<file path="src/rtl/sort4_ctrl.sv">
// sort4_ctrl: sorts four 4-bit elements with a fixed 6-step compare-exchange
// sequence, sharing one 4-bit magnitude comparator across all steps.

// 4-bit unsigned magnitude comparator: greater, less, equal.
module comparator_4bit (
    input  logic [3:0] a,
    input  logic [3:0] b,
    output logic       g,
    output logic       l,
    output logic       e
);
    assign g = (a > b);
    assign l = (a < b);
    assign e = (a == b);
endmodule

module sort4_ctrl #(
    parameter bit ASCEND = 1'b1
) (
    input  logic        clk,
    input  logic        rst,
    input  logic        start,
    input  logic [15:0] din,
    output logic        busy,
    output logic        done,
    output logic [15:0] dout,
    output logic [2:0]  swap_count
);
    localparam int unsigned EW = 4;
    localparam int unsigned NE = 4;
    localparam int unsigned SW = 3;

    typedef enum logic [1:0] {
        IDLE = 2'd0,
        CMP  = 2'd1,
        DONE = 2'd2
    } state_t;

    state_t         state;
    logic [SW-1:0]  step;
    logic [EW-1:0]  elem [NE];
    logic [1:0]     idx;
    logic [1:0]     idx_nxt;
    logic [EW-1:0]  cmp_a;
    logic [EW-1:0]  cmp_b;
    logic           cmp_g;
    logic           cmp_l;
    logic           cmp_e;
    logic           do_swap;

    // Lower index of the pair handled by each step: (0,1),(1,2),(2,3),(0,1),(1,2),(0,1).
    always_comb begin
        idx = 2'd0;
        case (step)
            3'd0:    idx = 2'd0;
            3'd1:    idx = 2'd1;
            3'd2:    idx = 2'd2;
            3'd3:    idx = 2'd0;
            3'd4:    idx = 2'd1;
            default: idx = 2'd0;
        endcase
        idx_nxt = 2'(idx + 2'd1);
        cmp_a   = elem[idx];
        cmp_b   = elem[idx_nxt];
    end

    comparator_4bit u_cmp (
        .a (cmp_a),
        .b (cmp_b),
        .g (cmp_g),
        .l (cmp_l),
        .e (cmp_e)
    );

    // Swap when the pair is out of order; equal values never move.
    assign do_swap = (ASCEND ? cmp_g : cmp_l) & ~cmp_e;

    // Pack element registers onto dout, element i at bits [4i+3:4i].
    always_comb begin
        dout = '0;
        for (int i = 0; i < int'(NE); i++) begin
            dout[i*EW +: EW] = elem[i];
        end
    end

    // Control FSM with element, step and swap counter registers.
    always_ff @(posedge clk) begin
        if (rst) begin
            state      <= IDLE;
            step       <= '0;
            swap_count <= '0;
            busy       <= 1'b0;
            done       <= 1'b0;
            for (int i = 0; i < int'(NE); i++) begin
                elem[i] <= '0;
            end
        end else begin
            case (state)
                IDLE: begin
                    done <= 1'b0;
                    if (start) begin
                        for (int i = 0; i < int'(NE); i++) begin
                            elem[i] <= din[i*EW +: EW];
                        end
                        swap_count <= '0;
                        step       <= '0;
                        busy       <= 1'b1;
                        state      <= CMP;
                    end
                end
                CMP: begin
                    if (do_swap) begin
                        elem[idx]     <= cmp_b;
                        elem[idx_nxt] <= cmp_a;
                        swap_count    <= SW'(swap_count + 3'd1);
                    end
                    if (step == 3'd5) begin
                        step  <= '0;
                        done  <= 1'b1;
                        state <= DONE;
                    end else begin
                        step <= SW'(step + 3'd1);
                    end
                end
                DONE: begin
                    done  <= 1'b0;
                    busy  <= 1'b0;
                    state <= IDLE;
                end
                default: begin
                    done  <= 1'b0;
                    busy  <= 1'b0;
                    step  <= '0;
                    state <= IDLE;
                end
            endcase
        end
    end
endmodule

</file>
<file path="config.mk">
export PLATFORM = sky130hd
export DESIGN_NAME = sort4_ctrl
export DESIGN_NICKNAME = d
export VERILOG_FILES = /design/src/rtl/sort4_ctrl.sv
export SDC_FILE = /design/constraint.sdc
export NUM_CORES = 1
export LEC_CHECK = 0
export CELL_PAD_IN_SITES_DETAIL_PLACEMENT = 1
export CELL_PAD_IN_SITES_GLOBAL_PLACEMENT = 1
export CORE_ASPECT_RATIO = 0.9
export CORE_MARGIN = 2
export CORE_UTILIZATION = 41
export DETAILED_ROUTE_END_ITERATION = 8
export PLACE_DENSITY_LB_ADDON = 0.1
export SLEW_MARGIN = 10
export SYNTH_ARGS = -nofsm -noshare
export SYNTH_HDL_FRONTEND = slang
export SYNTH_SLANG_ARGS = --single-unit
</file>
<file path="constraint.sdc">
create_clock -name clk -period 10.2 [get_ports clk]
set_clock_uncertainty 0.1 [all_clocks]
set_input_delay 1.53 -clock clk [delete_from_list [all_inputs] [get_ports clk]]
set_output_delay 1.53 -clock clk [all_outputs]
set_load 0.03 [all_outputs]
</file>
# After elaboration in Yosys (flattened, before gate mapping)
# Memories as Yosys holds them, arrays and structs flattened.
# Index checks and enable logic that the tools add are counted.
# totals
output_inout_bits,21
ramBits,16
latchBits,0
register_bits,10
rom_bits,0
n_memories,1
# classes
n_eq_ne,10
n_shift,0
reduce_logical,10
div_mod_pow,0
addsub,3
n_lt_le_gt_ge,1
n_mux,31
mul,0
bitwise,8
# memory_table
memory,words,word_bits,read_ports,rd_clocked_by_memory_dff,wr,line_no,text
elem,4,4,6,0,4,41,logic [EW-1:0] elem [NE];
# ops
cell,n
two-way mux 4 bit,6
two-way mux 1 bit,13
two-way mux 3 bit,3
case mux 3 bit (3 select lines),1
two-way mux 2 bit,4
case mux 2 bit (2 select lines),2
OR reduction 4 bit,2
"adder 3 x 1 -> 3 bit, second input constant",2
"== test 3 bit, second input constant",2
"!= test 2 bit, second input constant",3
case mux 3 bit (2 select lines),1
AND reduction 2 bit,3
== test 4 bit,1
> comparator 4 bit,1
OR 1 bit,4
OR reduction 2 bit,2
"== test 3 x 1 -> 1 bit, second input constant",1
"== test 3 x 2 -> 1 bit, second input constant",1
inverter 1 bit,3
AND reduction 3 bit,1
"adder 2 x 1 -> 2 bit, second input constant",1
"== test 2 x 1 -> 1 bit, second input constant",1
"== test 2 bit, second input constant",1
logical NOT 2 bit,1
other kinds (3),3

# Longest topological paths before layout
# Gate-level depths: netlist (run 1).
# An unclocked memory read counts as a cell.
# depth
ltp_word,14
depth_mapped,17

# Hierarchy
# From an unflattened synthesis (run 1), not the netlist that was laid out.
# hier_totals
cells_unflattened,166
area_unflattened_um2,1680.4
# by_module_without_submodules
mod,cells_per_inst,n_inst,area_per_inst_um2
sort4_ctrl,150,1,1551.5
comparator_4bit,16,1,128.9

# Worst setup path after synthesis (run 1)
# Ideal clock, no wire load.
# synth_path
path_kind,register -> register
startpoint,register step[0]
endpoint,"memory elem[2][0], enable pin"
n_path_buf,3
stages_incl_launch_ff,15
setup_time_ps,288
period_less_slack_ps,3713
required_time_ps,9812
slack_ps,6487
arrival_time_ps,3324
path_cell_list,dfxtp_1 > buf_6 > nand2b_1 > or2_2 > ha_1 > or4b_1 > buf_4 > nor2_2 > a31oi_4 > ha_1 > nor2b_1 > o211ai_2 > a21o_1 > clkbuf_1 > nand3_1
# synth_rtl
element,line_no,text
"start, declared",40,logic [SW-1:0] step;
"start signal, assigned",122,step <= SW'(step + 3'd1);
"end, declared",41,

==> results of run 1 <==
cells in the mapped netlist, types with 2 or more instances:
cell | n | area, um^2
nor2_1 | 32 | 120
edfxtp_1 | 16 | 480
a21oi_1 | 14 | 70.1
nand3_1 | 14 | 70.1
a221oi_1 | 12 | 105
ha_1 | 11 | 138
dfxtp_1 | 10 | 200
nand2_1 | 9 | 33.8
a21o_1 | 5 | 37.5
inv_1 | 5 | 18.8
o21ai_0 | 5 | 25.0
a21oi_2 | 4 | 35.0
a22oi_1 | 4 | 30.0
mux4_2 | 4 | 90.1
a31oi_4 | 3 | 63.8
buf_2 | 3 | 15.0
inv_2 | 3 | 11.3
nor2_2 | 3 | 18.8
buf_6 | 2 | 22.5
clkbuf_1 | 2 | 7.51
mux2i_1 | 2 | 20.0
nand2b_1 | 2 | 12.5
nor2b_1 | 2 | 12.5
nor3_1 | 2 | 10.0
sequential cells by signal (all words and copies together), names as in the netlist:
| register | cells |
|---|---|
| swap_count | 3 |
| state | 2 |
| busy | 1 |
| step | 3 |
| elem | 16 |
| done | 1 |
worst max-delay path: stages, from the launching register on:
cell and delay [ps]:
dfxtp_1 610, nand2b_1 130, or2_2 360, ha_1 210, or4b_1 740, nor2_2 230, a31oi_4 80, ha_1 350
nor2b_1 150, o211ai_2 380, a21oi_1 250, a221oi_1 340, nor2_1 100
worst max path at each step:
stage,startpoint,end,cells after the start
6_report,step[1],elem[1][3],12
4_1_cts,step[1],elem[1][3],12
3_5_place_dp,step[1],elem[1][3],12
3_3_place_gp,step[1],elem[1][3],12
5_1_grt,step[1],elem[1][3],12
2_1_floorplan,step[0],elem[2][0],14
power by group through the flow:
stage	clock network (mW)	registers (mW)	logic [mW]
after floorplan	0	0.154	0.0744
after global placement	0	0.141	0.134
after detailed placement	0	0.141	0.138
after CTS	0.0686	0.139	0.139
after global routing	0.0732	0.140	0.150
final	0.0686	0.139	0.139
layout make-up:
cell class	count	area share (%)
clock buffer	4	2.40
inverter	8	1.31
multi-input combinational	144	46.1
sequential	26	29.6
tap	60	3.27
timing repair buffer	40	17.3
metal layers:
metal	track usage, %	wire, um
met5	0	0
met4	6.70	46
met3	3.28	354
met2	40.4	2600
met1	32.3	2490
cells by family after synthesis:
family | Yosys count
buffers and inverters | 16
AND/OR/NAND/NOR | 74
XOR/XNOR | 3
AO/OA/AOI/OAI | 50
adder cells (fa/ha/maj) | 11
flip-flops | 26
multiplexers | 6
metrics by stage:
stage          total power, mW  util (%)  cells  instance area (um^2)
2_1_floorplan            0.228         -    186                  1820
4_1_cts                  0.347      54.9    282                  2300
6_report                 0.347      54.9    282                  2300
3_3_place_gp             0.275      53.6    278                  2240
5_1_grt                  0.364      54.9    282                  2300
3_5_place_dp             0.279      53.6    278                  2240
==> results.md, run 1 <==
- The width of the die is 74.3 um.
- For this run the aggregate overflow at the end of global routing stands at 0.
- The number of global-route vias before repair is 1745.
- The reported leakage power is 0.839 nW.
- The final count of negative-setup-slack endpoints is 0.
- Registers are responsible for 40.2% of the overall power.
- The flip-flop and latch area is ~700 um^2.
- The minimum setup slack after placement is 5970 ps.
- The first-pass GRT wire length is 8.87 mm.
- Setup repair after global routing left no endpoint under its margin.
- Entering global routing, the biggest net connects 18 pins.
- TritonCTS built the clock tree.
- The worst setup path category is reg -> reg.
- By area, the combinational part of the netlist is dominated by compound AO/OA/AOI/OAI gates.
- The xor/xnor share of the synthesized area is 2.47%.
- The most used flip-flop cell after synthesis is edfxtp_1.
- The hold path startpoint is swap_count[2].
- The number of filler cells placed in the layout is around 490.
- The setup TNS is 0 ps.
- Dividing the detail-routed wire length by the instance count gives 19.5 um.
- 0 antenna diodes ended up in the layout.
- Averaged over all synthesized cells, the footprint is 9.80 um^2.
- The basic-gate share of the synthesized area counting and, or, nand and nor cells is 20.2%.
- Buffers placed on the I/O ports in this run total 39.
- The most frequent standard cell in the layout excluding fill and tap cells is clkdlybuf4s50_1.
- The die is 67.3 um tall.
- Derived from the worst setup path, the maximum achievable clock frequency is ~230 MHz.
- The depth of the worst register-to-register path is 12.
- The final period demand of the worst path is 4280 ps.
- The analysis attributes to net switching a power of 133 uW.
- The worst hold path endpoint is swap_count[2].
- The post-detailed-route via-to-cell ratio is 5.85.
- The final layout net count is 253.
- The buffer levels on the longest clock path is 2.
- In this run switching power makes up 38.3% of total power.
- For this run, design rule violations remaining after detail routing come to 0.
- The number of primary I/O pins is 40.
- Once routing completed, OpenROAD measured the worst setup slack at 5920 ps.
- The total length of routed wires is 5.50 mm.
- The part of the total power dissipated in combinational logic is between 40% and 50%.
- The maximum ir drop on the vdd rail is around 68 uV.
- The final critical-path share of the clock period is 42.0%.
- Leaving out fill and tap cells, the most frequent cells in the layout are 39 x clkdlybuf4s50_1, 32 x nor2_1, 16 x edfxtp_1, 14 x nand3_1, 14 x a21oi_1.
- Counting distinct cell types in the post-synthesis netlist gives 41.
- Counting flops with a built-in enable in the synthesized netlist gives 16.
- The multiplexer fraction of the synthesized cell area is 6.04%.
- For the pin with the worst max-slew slack, the measured transition is 517 ps.
- The effective utilization at floorplan is 43.6%.
- The count of hold buffers inserted by post-cts repair is 0.
- The arrival time at the worst endpoint is roughly 4200 ps.
- The tightest min-delay check is of the reg -> reg type.
- In this run the critical register-to-register path is launched from step[1].
- The number of cells on the worst hold path is 2.
- The net count after synthesis is around 220.
- The flop-to-flop setup slack is 5920 ps.
- The number of setup buffers added after CTS is 0.
- The internal cell power is 214 uW.
- Data on the critical path is required at its endpoint by 10120 ps.
- The number of instances resized during post-cts repair is 0.
- The number of antenna violations at the first check in global routing was 0.
- The clock latency on the worst-skew pair is about 270 ps.
- The startpoint type of the worst setup path is a register.
- After the first detailed-routing iteration, the DRC count stood at 92.
- The share of layout cells above drive strength 1 is 12.6%.
- The endpoint kind of the worst setup timing path is a register.
- The tightest slew margin relative to the limit is 65.4%.
- The tree is rooted in a clkbuf_8.
- Summing the areas of all compound-gate instances in the mapped netlist gives 21.9% of the synthesized area.
- Summing the sequential cell areas from Yosys gives 37.3% of the chip area.
- Final hold analysis gives a worst-case slack of a little under 400 ps.
- The reg-to-reg critical path endpoint is elem[1][3].
- The detail route stage leaves a number of antenna-violating nets equal to 0.
- The areal power density over the cells is approximately 150 mW/mm^2.
- Synthesis produced a netlist whose cell count is 186.
- Detailed placement finished with a half-perimeter wire length of between 4 and 5 mm.
- The floorplan step defined a die boundary enclosing 0.00500 mm^2.
- The core region is 0.00418 mm^2.
- Summing all multi-input logic gate instances after layout gives roughly 0.0011 mm^2.
- The synthesized netlist devotes 7.55% of its cell area to adder and majority cells.
- The cell area that synthesis handed to floorplanning was 0.00182 mm^2.
- The synthesized design contains 26 register bits.
- The final number of max-transition violations came to 0.
- The number of clock buffers inserted by TritonCTS is 3.
- Of all nets on the critical path, the largest fanout is 10.
- The number of H-tree branching levels is 1.
- Counting every sink on the clock net gives 26.
- The layout-stage area growth over the synthesis result is 26.1%.
- Routability-driven placement finished with a final weighted congestion of 0.953.
- The power share of the clock group is 19.8%.
- Of all flip-flops after synthesis, the portion carrying an async set or reset was 0%.
- The row count is 22.
- The global routing usage summed across all routing layers is between 20% and 30%.
- The Yosys step of the flow raised 0 warnings.
- The number of max-capacitance violations reported is 0.
- The clock-pin slew of the registers on the worst-case setup and hold paths is 90 ps.
- The total via count after detailed routing is 1650.
- The first detailed-routing pass took 4 iterations.
- The flow ran to the end, and the final reports show no timing, DRC or antenna violations.
- The final hold violation count is 0.
Note: power is estimated with default switching activity, not from simulation.
==> run 2: changes to the inputs <==
CORE_UTILIZATION = 39   (was 41)
clock period = 4.45 ns   (was 10.2 ns; I/O delays follow)
==> run 2 against run 1 <==
  * First-iteration DRC count shrank 3.3%
  * Clock power increased by 110%
  * Sequential share of layout area barely moved
  * Register-to-register slack got worse by 5600 ps
  * Die area increased by 4.8%
  * Core utilization shrank 3.7 points
  * Sequential cell count unchanged
  * Cell area is essentially flat
  * Critical endpoint is now elem[1][1]
  * Largest power group is now combinational logic
==> results.md, run 2 (synthesis gave the netlist of run 1 again) <==
- The port buffer count was 39 (unchanged).
- The final hold violation count was 0 (unchanged).
- The areal power density over the cells is 343 mW/mm^2 (was 151 mW/mm^2).
- The width of the die is 76.1 um (was 74.3 um).
- The number of H-tree branching levels was 1 (unchanged).
- The number of clock buffers inserted by TritonCTS is 3 (unchanged).
- The type of the most critical hold path is reg -> reg (unchanged).
- The final hold slack is 383 ps (was 395 ps).
- The final global-route overflow total is 0 (unchanged).
- The placeable core region was 0.00449 mm^2 (was 0.00418 mm^2).
- The flop-to-flop setup slack was 310 ps (was 5920 ps).
- The violation count after the first detailed-routing iteration is 89 (was 92).
- The final period demand of the worst path is 4140 ps (was 4280 ps).
- The remaining antenna violation count after routing is 0 (unchanged).
- The clock latency on the worst-skew pair is 280 ps (was 270 ps).
- The global routing usage summed across all routing layers is 23.3% (was 23.9%).
- The timing-limited maximum frequency is 242 MHz (was 234 MHz).
- The flip-flop and latch area is 682 um^2 (was 681 um^2).
- The maximum single-stage delay on the critical path is 730 ps (was 740 ps).
- The first-pass GRT wire length is 9.12 mm (was 8.87 mm).
- The tightest slew margin relative to the limit came to 66.6% (was 65.4%).
- The post-route DRC violation count is 0 (unchanged).
- The number of flip-flops under the largest register name is 16 (unchanged).
- The number of filler cells placed in the layout is 510 (was 493).
- The total via count after detailed routing is 1648 (was 1650).
- The number of sinks driven by the clock tree is 26 (unchanged).
- The transition time at the pin with the least slew margin is 501 ps (was 517 ps).
- The clock root buffer is clkbuf_8 (unchanged).
- The number of primary I/O pins is 40 (unchanged).
- The count of hold buffers inserted by post-cts repair came to 0 (unchanged).
- The number of instances resized during post-cts repair is 0 (unchanged).
- The buffer levels on the longest clock path is 2 (unchanged).
- The final critical-path share of the clock period was 92.9% (was 42.0%).
- The worst setup path category is reg -> reg (unchanged).
- The number of post-CTS setup repair buffers is 0 (unchanged).
- The maximum ir drop on the vdd rail is 119 uV (was 68.2 uV).
- The family with the most delay on the worst path is simple AND/OR/NAND/NOR gates (unchanged).
- The total length of routed wires was 5.79 mm (was 5.50 mm).
- The most frequent standard cell in the layout excluding fill and tap cells is clkdlybuf4s50_1 (unchanged).
- The HPWL after detailed placement is 4.57 mm (was 4.33 mm).
- The largest register by flop count was elem (unchanged).
- The setup TNS came to 0 ps (unchanged).
- The buffers plus inverters on the worst setup path is 2 (was 0).
- Setup repair after global routing missed its margin: false (unchanged).
- The TritonCTS clock tree is built (unchanged).
- The number of antenna violations at the first check in global routing is 0 (unchanged).
- The reported leakage power was 0.838 nW (was 0.839 nW).
- Result of the run: complete, no violations (unchanged).
- The final layout net count is 254 (was 253).
- The clock-pin slew of the registers on the worst-case setup and hold paths is 90 ps (about the same).
- The post-detailed-route via-to-cell ratio is 5.78 (was 5.85).
- The required time of the worst setup path came to 4330 ps (was 10120 ps).
- The total placed instance area is 0.00225 mm^2 (was 0.00224 mm^2).
- Largest registers in the final layout: elem x16, step x3, swap_count x3 (unchanged).
- The final count of negative-setup-slack endpoints is 0 (unchanged).
- The row count is 23 (was 22).
- The share of layout cells above drive strength 1 is 13.0% (was 12.6%).
- The cell with the largest stage delay on the worst path is or4b_1 (unchanged).
- The arrival time at the worst endpoint was 4020 ps (was 4200 ps).
- The number of global-route vias before repair was 1615 (was 1745).
- The number of max-capacitance violations reported came to 0 (unchanged).
- The number of search-and-repair iterations in the first detailed-routing pass came to 4 (unchanged).
- Most frequent cells in the layout: 39 x clkdlybuf4s50_1, 32 x nor2_1, 16 x edfxtp_1, 14 x nand3_1, 14 x a21oi_1 (unchanged).
- List of cells traversed by the critical path: xnor2_4 -> nor2_8 -> inv_2 -> ha_1 -> or4b_1 -> a31oi_2 -> inv_2 -> ha_1 -> nand4_1 -> nand3_1 -> a21oi_2 -> nor2_1 -> nand2_1 (was nand2b_1 -> or2_2 -> ha_1 -> or4b_1 -> nor2_2 -> a31oi_4 -> ha_1 -> nor2b_1 -> o211ai_2 -> a21oi_1 -> a221oi_1 -> nor2_1).
- The endpoint kind of the worst setup timing path was a register (unchanged).
- The post-detailed-route wirelength per cell came to 20.3 um (was 19.5 um).
- The startpoint type of the worst setup path is a register (unchanged).
- The final number of max-transition violations was 0 (unchanged).
- The layout-stage area growth over the synthesis result is 26.1% (about the same).
- The multi-input combinational cell area is 0.00106 mm^2 (unchanged).
- The chip height is 68.9 um (was 67.3 um).
- The largest net degree at the start of global routing is 18 (unchanged).
- The antenna diode count was 0 (unchanged).
- The die outline area came to 0.00524 mm^2 (was 0.00500 mm^2).
- The routability congestion estimate from global placement is 0.970 (was 0.953).
- The effective utilization at floorplan is 40.6% (was 43.6%).
- The highest fanout seen on the critical path is 10 (unchanged).
- The final design instance area without fill is 0.00230 mm^2 (about the same).
run 2: metrics by stage:
stage / power (mW) / setup slack (ps) / std cells / util [%]
5_1_grt: 0.830 / 18.4 / 285 / 51.2
6_report: 0.790 / 314 / 285 / 51.2
3_5_place_dp: 0.649 / 292 / 281 / 50.2
4_1_cts: 0.789 / 289 / 285 / 51.2
3_3_place_gp: 0.631 / 440 / 281 / 50.2
2_1_floorplan: 0.523 / 737 / 186 / -
run 2: worst paths after layout:
kind / from / to / cells after the start
worst min-delay path: done / done / 1
worst max-delay path: step[2] / elem[1][1] / 13
worst min register to register: done / done / 1
worst max register to register: step[2] / elem[1][1] / 13
run 2: layer usage:
| metal | wire, um | part of all wire (%) | vias up | GRT usage [%] |
|---|---|---|---|---|
| met5 | 0 | 0 | - | 0 |
| met4 | 65 | 1.1 | 0 | 6.59 |
| met3 | 243 | 4.2 | 5 | 1.82 |
| met2 | 2780 | 48 | 48 | 40.2 |
| met1 | 2710 | 47 | 831 | 32.3 |
| li1 | - | - | 764 | - |
run 2: final cells by class:
type	count	share of cell area [%]
inverter	8	1.31
timing repair buffer	41	17.6
sequential	26	29.7
clock buffer	4	1.96
tap	62	3.37
multi-input combinational	144	46.1
run 2: where the power goes:
group          leakage, nW  switching (mW)  internal (mW)
Combinational        0.561           0.201          0.127
Sequential           0.255          0.0321          0.287
Clock               0.0228          0.0787         0.0643
==> run 3: changes to the inputs <==
MAX_ROUTING_LAYER = met4   (was unset)
==> run 3 against run 2 <==
  * Worst hold slack lost 1.4 ps
  * Highest routed layer unchanged
  * Combinational power shrank 2%
  * Setup slack lost 26 ps
  * Register-to-register slack lost 30 ps
  * Largest cell class unchanged
  * Critical path type unchanged
  * Final cell count is the same
==> results.md, run 3 (synthesis gave the netlist of run 1 again) <==
- The clock latency on the worst-skew pair is 280 ps (about the same).
- The flip-flop and latch area was 684 um^2 (was 682 um^2).
- The final critical-path share of the clock period was 93.5% (was 92.9%).
- The share of layout cells above drive strength 1 is 14.3% (was 13.0%).
- The required time of the worst setup path is 4380 ps (was 4330 ps).
- Most frequent cells in the layout: 39 x clkdlybuf4s50_1, 32 x nor2_1, 16 x edfxtp_1, 14 x nand3_1, 14 x a21oi_1 (unchanged).
- The global routing usage summed across all routing layers is 23.1% (was 23.3%).
- The topmost layer with routed signal wires was met4 (unchanged).
- The largest net degree at the start of global routing came to 18 (unchanged).
- The final number of max-transition violations is 0 (unchanged).
- The row count is 23 (unchanged).
- The arrival time at the worst endpoint is 4090 ps (was 4020 ps).
- The final hold violation count is 0 (unchanged).
- Largest registers in the final layout: elem x16, step x3, swap_count x3 (unchanged).
- The HPWL after detailed placement is 4.42 mm (was 4.57 mm).
- The port buffer count is 39 (unchanged).
- The post-detailed-route wirelength per cell is 19.5 um (was 20.3 um).
- The routability congestion estimate from global placement was 0.974 (was 0.970).
- The number of filler cells placed in the layout is 521 (was 510).
- The post-route DRC violation count was 0 (unchanged).
- The total length of routed wires is 5.55 mm (was 5.79 mm).
- The proportion of power drawn by flip-flops and latches is 39.9% (was 40.4%).
- The power share of the clock group is 19.9% (was 18.1%).
- The number of H-tree branching levels is 1 (unchanged).
- Result of the run: complete, no violations (unchanged).
- The worst setup path category was reg -> reg (unchanged).
- The violation count after the first detailed-routing iteration is 66 (was 89).
- The setup TNS is 0 ps (unchanged).
- The number of primary I/O pins is 40 (unchanged).
- The areal power density over the cells is 346 mW/mm^2 (was 343 mW/mm^2).
- The number of global-route vias before repair is 1651 (was 1615).
- The final layout net count is 254 (unchanged).
- The antenna diode count is 0 (unchanged).
- Setup repair after global routing missed its margin: false (unchanged).
- The type of the most critical hold path is reg -> reg (unchanged).
- The buffer levels on the longest clock path is 2 (unchanged).
- The number of sinks driven by the clock tree is 26 (unchanged).
- The internal cell power is 492 uW (was 478 uW).
- The width of the die is 76.1 um (unchanged).
- The die outline area came to 0.00524 mm^2 (unchanged).
- The effective utilization at floorplan is 40.6% (unchanged).
- The first-pass GRT wire length is 8.87 mm (was 9.12 mm).
- The total via count after detailed routing is 1632 (was 1648).
- The placeable core region is 0.00449 mm^2 (unchanged).
- The largest register by flop count is elem (unchanged).
- The cell total after placement is 281 (unchanged).
- The switching share of power is 38.5% (was 39.5%).
- The filler-free cell count of the finished design was 285 (unchanged).
- The endpoint kind of the worst setup timing path is a register (unchanged).
- The number of clock buffers inserted by TritonCTS is 3 (unchanged).
- The total routed wire length on the met1 layer was 2.62 mm (was 2.71 mm).
- The multi-input combinational cell area was 0.00106 mm^2 (unchanged).
- The layout-stage area growth over the synthesis result is 26.8% (was 26.1%).
- The timing-limited maximum frequency is 240 MHz (was 242 MHz).
- The chip height was 68.9 um (unchanged).
- The number of flip-flops under the largest register name is 16 (unchanged).
- The maximum ir drop on the vdd rail is 148 uV (was 119 uV).
- The final count of negative-setup-slack endpoints is 0 (unchanged).
- The part of the total power dissipated in combinational logic is 40.2% (was 41.5%).
- The final period demand of the worst path is 4160 ps (was 4140 ps).
- The clock root buffer is clkbuf_8 (unchanged).
- The number of max-capacitance violations reported is 0 (unchanged).
- The clock-pin slew of the registers on the worst-case setup and hold paths came to 90 ps (about the same).
- The reported leakage power is 0.844 nW (was 0.838 nW).
- The post-detailed-route via-to-cell ratio was 5.73 (was 5.78).
- The startpoint type of the worst setup path is a register (unchanged).
- The final global-route overflow total is 0 (unchanged).
- The number of search-and-repair iterations in the first detailed-routing pass is 4 (unchanged).
- The net switching power is 308 uW (was 312 uW).
- The tightest slew margin relative to the limit is 66.6% (about the same).
- The highest fanout seen on the critical path is 10 (unchanged).
- The number of antenna violations at the first check in global routing was 0 (unchanged).
- The number of post-CTS setup repair buffers is 0 (unchanged).
- The TritonCTS clock tree is built (unchanged).
- The transition time at the pin with the least slew margin is 501 ps (about the same).
- The most frequent standard cell in the layout excluding fill and tap cells is clkdlybuf4s50_1 (unchanged).
- The remaining antenna violation count after routing is 0 (unchanged).
- The total length of routed met2 wires is 2.56 mm (was 2.78 mm).
- The sum of met3 wire segment lengths after detailed routing is 304 um (was 243 um).
-- run 3: cell types whose count changed in the layout (fill, tap and decap cells not counted) --
| cell | change |
|---|---|
| clkbuf_1 | -1 |
| dfxtp_1 | -2 |
| clkbuf_8 | +1 |
| dfxtp_2 | +2 |
-- run 3: worst max-delay path: stages, from the launching register on --
cell and delay, ps:
dfxtp_2 490, nand2b_1 110, or2_2 340, ha_1 210, or4b_1 730, nor2_2 230, a31oi_4 80, ha_1 360
nor2b_1 150, o211ai_2 390, a21oi_2 220, a221oi_1 410, nor2_1 100
-- run 3: worst paths after layout --
kind                       from       endpoint  slack (ps)  cells after the start
setup reg to reg        step[1]     elem[0][3]         290                     12
hold reg to reg   swap_count[2]  swap_count[2]         380                      2
setup / recovery        step[1]     elem[0][3]         290                     12
hold / removal    swap_count[2]  swap_count[2]         380                      2
-- run 3: final cells by class --
cell class	count	share of cell area [%]
multi-input combinational	144	45.8
clock buffer	4	2.38
inverter	8	1.30
sequential	26	29.6
timing repair buffer	41	17.5
tap	62	3.35
-- run 3: repair_timing --
action                                  4_1_cts  5_1_grt
endpoints found under the setup margin        0       13
endpoints found under the hold margin         0        0
hold buffers                                  0        0
resized for setup                             0        3
-- run 3: metrics by stage --
| step | utilization [%] | worst slack [ps] | hold slack (ps) | area, um^2 | power, mW |
|---|---|---|---|---|---|
| after global routing | 51.5 | 26.0 | 447 | 2310 | 0.839 |
| after CTS | 51.4 | 179 | 387 | 2310 | 0.801 |
| after detailed placement | 50.2 | 227 | 373 | 2250 | 0.641 |
| final | 51.5 | 288 | 381 | 2310 | 0.801 |
| after global placement | 50.2 | 365 | 350 | 2250 | 0.629 |
| after floorplan | - | 737 | 439 | 1820 | 0.523 |
-- run 3: metal layers --
| layer | vias to the layer above | GRT usage, % |
|---|---|---|
| li1 | 765 | - |
| met1 | 813 | 29.8 |
| met2 | 49 | 38.1 |
| met3 | 5 | 4.17 |
| met4 | 0 | 7.27 |
| met5 | - | - |
-- run 3: power groups by stage --
stage	Combinational (mW)	Clock [mW]	Sequential [mW]
4_1_cts	0.321	0.162	0.318
3_5_place_dp	0.317	0	0.324
6_report	0.322	0.160	0.319
2_1_floorplan	0.170	0	0.352
5_1_grt	0.345	0.172	0.322
3_3_place_gp	0.307	0	0.323
